File: src/rtl/multi_mode_reduce_gate_if.sv
// Stream interface for the multi-mode reduction gate: beat input side and result output side.
interface multi_mode_reduce_gate_if #(
    parameter int unsigned WIDTH = 4,
    parameter int unsigned CNT_W = 8
);
    logic             in_valid;
    logic             in_ready;
    logic [WIDTH-1:0] in_data;
    logic [WIDTH-1:0] in_mask;
    logic [2:0]       in_op;
    logic             in_last;
    logic             out_valid;
    logic             out_ready;
    logic             out_result;
    logic [CNT_W-1:0] out_beats;
    logic             out_sat;

    modport master (
        output in_valid, in_data, in_mask, in_op, in_last, out_ready,
        input  in_ready, out_valid, out_result, out_beats, out_sat
    );

    modport slave (
        input  in_valid, in_data, in_mask, in_op, in_last, out_ready,
        output in_ready, out_valid, out_result, out_beats, out_sat
    );
endinterface

File: src/rtl/multi_mode_reduce_gate.sv
// Registered multi-beat reduction gate (AND/NAND/OR/NOR/XOR/XNOR) with per-bit masking,
// saturating beat counter and valid/ready handshakes on both sides.
module multi_mode_reduce_gate #(
    parameter int unsigned WIDTH = 4,
    parameter int unsigned CNT_W = 8
) (
    input  logic clk,
    input  logic rst_n,
    multi_mode_reduce_gate_if.slave bus
);
    typedef enum logic [1:0] {IDLE, ACCUM, HOLD} state_t;

    state_t           state;
    logic [2:0]       op_q;
    logic             acc_q;
    logic [CNT_W-1:0] cnt_q;
    logic             sat_q;

    logic [2:0]       frame_op;
    logic             beat_r;
    logic             acc_next;
    logic [CNT_W-1:0] cnt_next;
    logic             sat_next;
    logic             accept;

    // Masked-off bits are forced to the identity of the base op before reducing.
    function automatic logic reduce_beat(input logic [2:0] op, input logic [WIDTH-1:0] d,
                                         input logic [WIDTH-1:0] m);
        case (op[2:1])
            2'b01:   return |(d & m);
            2'b10:   return ^(d & m);
            default: return &(d | ~m);
        endcase
    endfunction

    function automatic logic combine(input logic [2:0] op, input logic a, input logic b);
        case (op[2:1])
            2'b01:   return a | b;
            2'b10:   return a ^ b;
            default: return a & b;
        endcase
    endfunction

    // NAND, NOR, XNOR and the 11x codes invert the final accumulator.
    function automatic logic invert(input logic [2:0] op);
        return op[0] | (op[2] & op[1]);
    endfunction

    always_comb begin
        frame_op = op_q;
        acc_next = acc_q;
        cnt_next = cnt_q;
        sat_next = sat_q;
        accept   = bus.in_valid & bus.in_ready;
        if (state == IDLE) frame_op = bus.in_op;
        beat_r = reduce_beat(frame_op, bus.in_data, bus.in_mask);
        if (state == IDLE) begin
            acc_next = beat_r;
            cnt_next = CNT_W'(1);
            sat_next = 1'b0;
        end else begin
            acc_next = combine(frame_op, acc_q, beat_r);
            if (&cnt_q) begin
                sat_next = 1'b1;
            end else begin
                cnt_next = cnt_q + CNT_W'(1);
            end
        end
    end

    always_ff @(posedge clk or negedge rst_n) begin
        if (!rst_n) begin
            state          <= IDLE;
            op_q           <= 3'b000;
            acc_q          <= 1'b0;
            cnt_q          <= '0;
            sat_q          <= 1'b0;
            bus.in_ready   <= 1'b0;
            bus.out_valid  <= 1'b0;
            bus.out_result <= 1'b0;
            bus.out_beats  <= '0;
            bus.out_sat    <= 1'b0;
        end else begin
            case (state)
                IDLE, ACCUM: begin
                    bus.in_ready <= 1'b1;
                    if (accept) begin
                        op_q  <= frame_op;
                        acc_q <= acc_next;
                        cnt_q <= cnt_next;
                        sat_q <= sat_next;
                        if (bus.in_last) begin
                            state          <= HOLD;
                            bus.in_ready   <= 1'b0;
                            bus.out_valid  <= 1'b1;
                            bus.out_result <= acc_next ^ invert(frame_op);
                            bus.out_beats  <= cnt_next;
                            bus.out_sat    <= sat_next;
                        end else begin
                            state <= ACCUM;
                        end
                    end
                end
                HOLD: begin
                    if (bus.out_ready) begin
                        state         <= IDLE;
                        bus.out_valid <= 1'b0;
                        bus.in_ready  <= 1'b1;
                    end
                end
                default: begin
                    state         <= IDLE;
                    bus.in_ready  <= 1'b1;
                    bus.out_valid <= 1'b0;
                end
            endcase
        end
    end
endmodule

File: src/flat_wrapper.sv
// flat-port wrapper written by rule: the top's interface ports become plain ports
module multi_mode_reduce_gate_flat 
#(
    parameter int unsigned WIDTH = 4,
    parameter int unsigned CNT_W = 8
)
  (clk, rst_n, bus_in_valid, bus_in_data, bus_in_mask, bus_in_op, bus_in_last, bus_out_ready, bus_in_ready, bus_out_valid, bus_out_result, bus_out_beats, bus_out_sat);
  multi_mode_reduce_gate_if #(.WIDTH(WIDTH), .CNT_W(CNT_W)) bus_i ();
  input  logic clk;
  input  logic rst_n;
  input wire logic [$bits(bus_i.in_valid)-1:0] bus_in_valid;
  input wire logic [$bits(bus_i.in_data)-1:0] bus_in_data;
  input wire logic [$bits(bus_i.in_mask)-1:0] bus_in_mask;
  input wire logic [$bits(bus_i.in_op)-1:0] bus_in_op;
  input wire logic [$bits(bus_i.in_last)-1:0] bus_in_last;
  input wire logic [$bits(bus_i.out_ready)-1:0] bus_out_ready;
  output wire logic [$bits(bus_i.in_ready)-1:0] bus_in_ready;
  output wire logic [$bits(bus_i.out_valid)-1:0] bus_out_valid;
  output wire logic [$bits(bus_i.out_result)-1:0] bus_out_result;
  output wire logic [$bits(bus_i.out_beats)-1:0] bus_out_beats;
  output wire logic [$bits(bus_i.out_sat)-1:0] bus_out_sat;
  assign bus_i.in_valid = bus_in_valid;
  assign bus_i.in_data = bus_in_data;
  assign bus_i.in_mask = bus_in_mask;
  assign bus_i.in_op = bus_in_op;
  assign bus_i.in_last = bus_in_last;
  assign bus_i.out_ready = bus_out_ready;
  assign bus_in_ready = bus_i.in_ready;
  assign bus_out_valid = bus_i.out_valid;
  assign bus_out_result = bus_i.out_result;
  assign bus_out_beats = bus_i.out_beats;
  assign bus_out_sat = bus_i.out_sat;
  multi_mode_reduce_gate #(.WIDTH(WIDTH), .CNT_W(CNT_W)) u_core (.clk(clk), .rst_n(rst_n), .bus(bus_i));
endmodule
File: config.mk
export PLATFORM = sky130hd
export DESIGN_NAME = multi_mode_reduce_gate_flat
export DESIGN_NICKNAME = d
export VERILOG_FILES = /design/src/rtl/multi_mode_reduce_gate_if.sv /design/src/rtl/multi_mode_reduce_gate.sv /design/src/flat_wrapper.sv
export SDC_FILE = /design/constraint.sdc
export NUM_CORES = 1
export LEC_CHECK = 0
export CORE_MARGIN = 2
export CORE_UTILIZATION = 40
export CTS_CLUSTER_SIZE = 40
export DETAILED_ROUTE_END_ITERATION = 12
export PLACE_DENSITY_LB_ADDON = 0.15
export SLEW_MARGIN = 20
export SYNTH_ARGS = -nofsm -noshare
export SYNTH_HDL_FRONTEND = slang
export SYNTH_SLANG_ARGS = --single-unit
File: constraint.sdc
create_clock -name clk -period 3.4 [get_ports clk]
set_input_delay 0.68 -clock clk [delete_from_list [all_inputs] [get_ports clk]]
set_output_delay 0.68 -clock clk [all_outputs]
set_load 0.03 [all_outputs]
==> flow_summary.yaml <==
clock_network:
  clk_latency_ns: 0.27
  cts_resized: 0
  cts_tree: "yes"
  ctsHoldBuffers: 0
  root_buffer: "clkbuf_8"
  clock_sinks: 27
  path_clk_slew_ns: 0.10
  cts_buffer_depth: 2
  cts-buffers-inserted: 3
  post-cts-setup-buffers: 0
  htree_levels: 1
yosys:
  synth_edf_count: 0
  synth_fp_nets: 195
  netlist_instances: 171
  ys_seq_area_share_pct: 41.00
  ys_async_sr_fraction_pct: 100.0
  synth.top_cells.by_count: "27 x dfrtp_1, 25 x nand2_1, 19 x o21ai_0, 9 x a21oi_1, 9 x nor2_1"
  ys_seq_elements: 27
  yosys_warnings: 0
  synth_top_area_share_pct: 41.00
  synth.avg_cell_area_um2: 9.636
  ys_types: 49
  synth_ff_type: "dfrtp_1"
  synth_most_common_cell: "dfrtp_1"
  synthTopCellsByArea: "dfrtp_1 41%, ha_1 6.1%, o21ai_0 5.8%, nand2_1 5.7%, a21oi_1 2.7%"
  synth_largest_area_cell: "dfrtp_1"
  syn-cell-area_um2: 1648
timing:
  finalCriticalPeriod_ns: 3.001
  slew_headroom_pct: 71.14
  setup_slack_ns: 0.3993
  period_share_pct: 88.25
  fin_skew_ns: 0.002102
  max_freq_mhz: 333.3
  final.setup.tns_ns: 0
  setup_violations: 0
  rsz0062_at_grt: "false"
  slew_violations: 0
  tightest_slew_ns: 0.4329
  whs_ns: 0.4921
  finalHoldViolations: 0
pwr:
  pwr-share-comb_pct: 43.9
  power_density_nw_per_um2: 578.9
  p_clk_share_pct: 16.1
  max-vdd-ir-drop_mv: 0.3359
  swShare_pct: 39.21
  p_seq_share_pct: 40.0
  power.leakage_uw: 0.0008450
  internal-power_uw: 705.8
  p_sw_uw: 455.2
floorplan:
  start_util_pct: 41.49
  rows: 23
  fp.dieArea_um2: 4649
  chipWidth_um: 68.19
  ios: 28
  fp.dieH_um: 68.19
  core_area_um2: 3971
global_route:
  grt_pass1_vias: 1329
  grt_max_degree: 28
  antenna_found_initial: 0
  grt-ovfl-total: 0
  grt_pass1_wl_mm: 6.244
  grtUsageTotal_pct: 17.82
finish:
  fin_util_pct: 50.50
  syn2layout_area_growth_pct: 21.72
  n_antenna_cell: 0
  drive_above_1_share_pct: 10.05
  finalNetCount: 224
  finalNonFillerCells: 249
worst_setup_path:
  crit_family: "compound AO/OA/AOI/OAI gates"
  worst-path-max-fanout: 13
  crit_chain: "nor2_2 -> mux2i_1 -> inv_1 -> ha_1 -> a22oi_1 -> nor2_1 -> a21oi_1 -> ha_1 -> and2b_2 -> o32a_2 -> a21boi_0 -> nand3b_1"
  worstSetupEndpointType: "register"
  crit_path_top_delay_cell: "dfrtp_1"
  crit_required_ns: 3.61
  path_class: "register to register"
  critPathMostFrequentCell: "ha_1"
  worstPathBufferInverterCount: 1
  setup.worst_path.start_class: "register"
  slowest_delay_ns: 0.55
  arrival_ns: 3.21
place:
  place.gp.congestion: 0.8510
  pre_cts_slack_ns: 0.1606
  hpwlAfterDp_mm: 2.697
  port_buffers: 27
  dpl.cell_count: 245
job:
  cap_violations: 0
detailed_routing:
  drc: 0
  drt_iter0_drc: 108
  drt_first_pass_iters: 4
  avgViaCountPerCell: 5.482
  wl_per_cell_um: 14.89
  ant_nets: 0
  num_vias: 1365
  wl_mm: 3.707
worst_hold_path:
  worst_hold_path_type: "register to register"
status:
  status: "finished clean"
## layout by cell type, fill, tap and decap left out, types with 2 or more instances in the layout
master            n
clkdlybuf4s50_1  27
dfrtp_1          27
nand2_1          25
o21ai_0          19
nor2_1            9
a21oi_1           9
ha_1              8
nand3_1           7
inv_1             5
and2b_2           5
mux2i_1           4
o31ai_1           3
nand4_1           3
xnor2_1           3
clkbuf_8          3
buf_4             3
nor4_1            2
and3_1            2
a22o_1            2
nand3b_1          2
or3_1             2
nor3b_1           2
## metrics by stage
stage / cell area [µm²] / power [µW]
2_1_floorplan: 1648 / 821.8
3_3_place_gp: 1957 / 959.9
3_5_place_dp: 1957 / 980.3
4_1_cts: 2006 / 1173
5_1_grt: 2006 / 1256
6_report: 2006 / 1161
## worst min-delay path: stages (launching register included)
cell	delay, ns
dfrtp_1	0.35
nand2_1	0.05
o31ai_1	0.06
## registers in the layout, summed over array words and instances, names as in the netlist
name / flops
u_core.sat_q: 1
u_core.bus.in_ready: 1
u_core.op_q: 3
u_core.bus.out_sat: 1
u_core.bus.out_result: 1
u_core.state: 2
u_core.bus.out_valid: 1
u_core.cnt_q: 8
u_core.bus.out_beats: 8
u_core.acc_q: 1
## final cells by class
class                           instances  area (µm²)
Fill cell                             371        1966
Multi-Input combinational cell        133       907.1
Sequential cell                        27       675.6
Timing Repair Buffer                   30       292.8
Tap cell                               50       62.56
Clock buffer                            3       41.29
Inverter                                5       18.77
Clock inverter                          1       7.507
## power groups by stage
stage / Combinational (µW) / Sequential, µW / Clock [µW]
floorplan: 316 / 506 / 0
global placement: 493 / 467 / 0
detailed placement: 509 / 471 / 0
CTS: 513 / 465 / 195
global route: 570 / 476 / 209
finish: 509 / 465 / 187
## path summary, 6_finish.rpt
| path | from | end | depth (start not counted) | slack (ns) |
|---|---|---|---|---|
| max reg2reg | u_core.state[1] | u_core.bus.out_result | 12 | 0.40 |
| min | u_core.bus.out_beats[7] | u_core.bus.out_beats[7] | 2 | 0.49 |
| min in group asynchronous | rst_n | u_core.bus.out_result | 2 | 0.79 |
| max | u_core.state[1] | u_core.bus.out_result | 12 | 0.40 |
| min reg2reg | u_core.bus.out_beats[7] | u_core.bus.out_beats[7] | 2 | 0.49 |
| max in group asynchronous | rst_n | u_core.state[0] | 2 | 2.34 |
## metal layers
| layer | vias up | wire length [µm] | track usage, % |
|---|---|---|---|
| li1 | 679 | - | - |
| met1 | 649 | 1805 | 24.45 |
| met2 | 35 | 1695 | 29.85 |
| met3 | 2 | 184 | 2.632 |
| met4 | 0 | 21 | 3.750 |
| met5 | - | 0 | 0 |
## logic make-up (layout without fill, tap and decap cells)
family | Yosys count | count (layout) | share of synthesized area [%]
fa+ha+maj | 8 | 8 | 6.075
mux | 4 | 4 | 2.430
flops | 27 | 27 | 41.00
xor+xnor | 4 | 4 | 2.126
compound gates | 51 | 51 | 22.71
simple gates | 66 | 66 | 21.72
buf+inv | 11 | 39 | 3.948
Power figures use the tool's default switching activity.
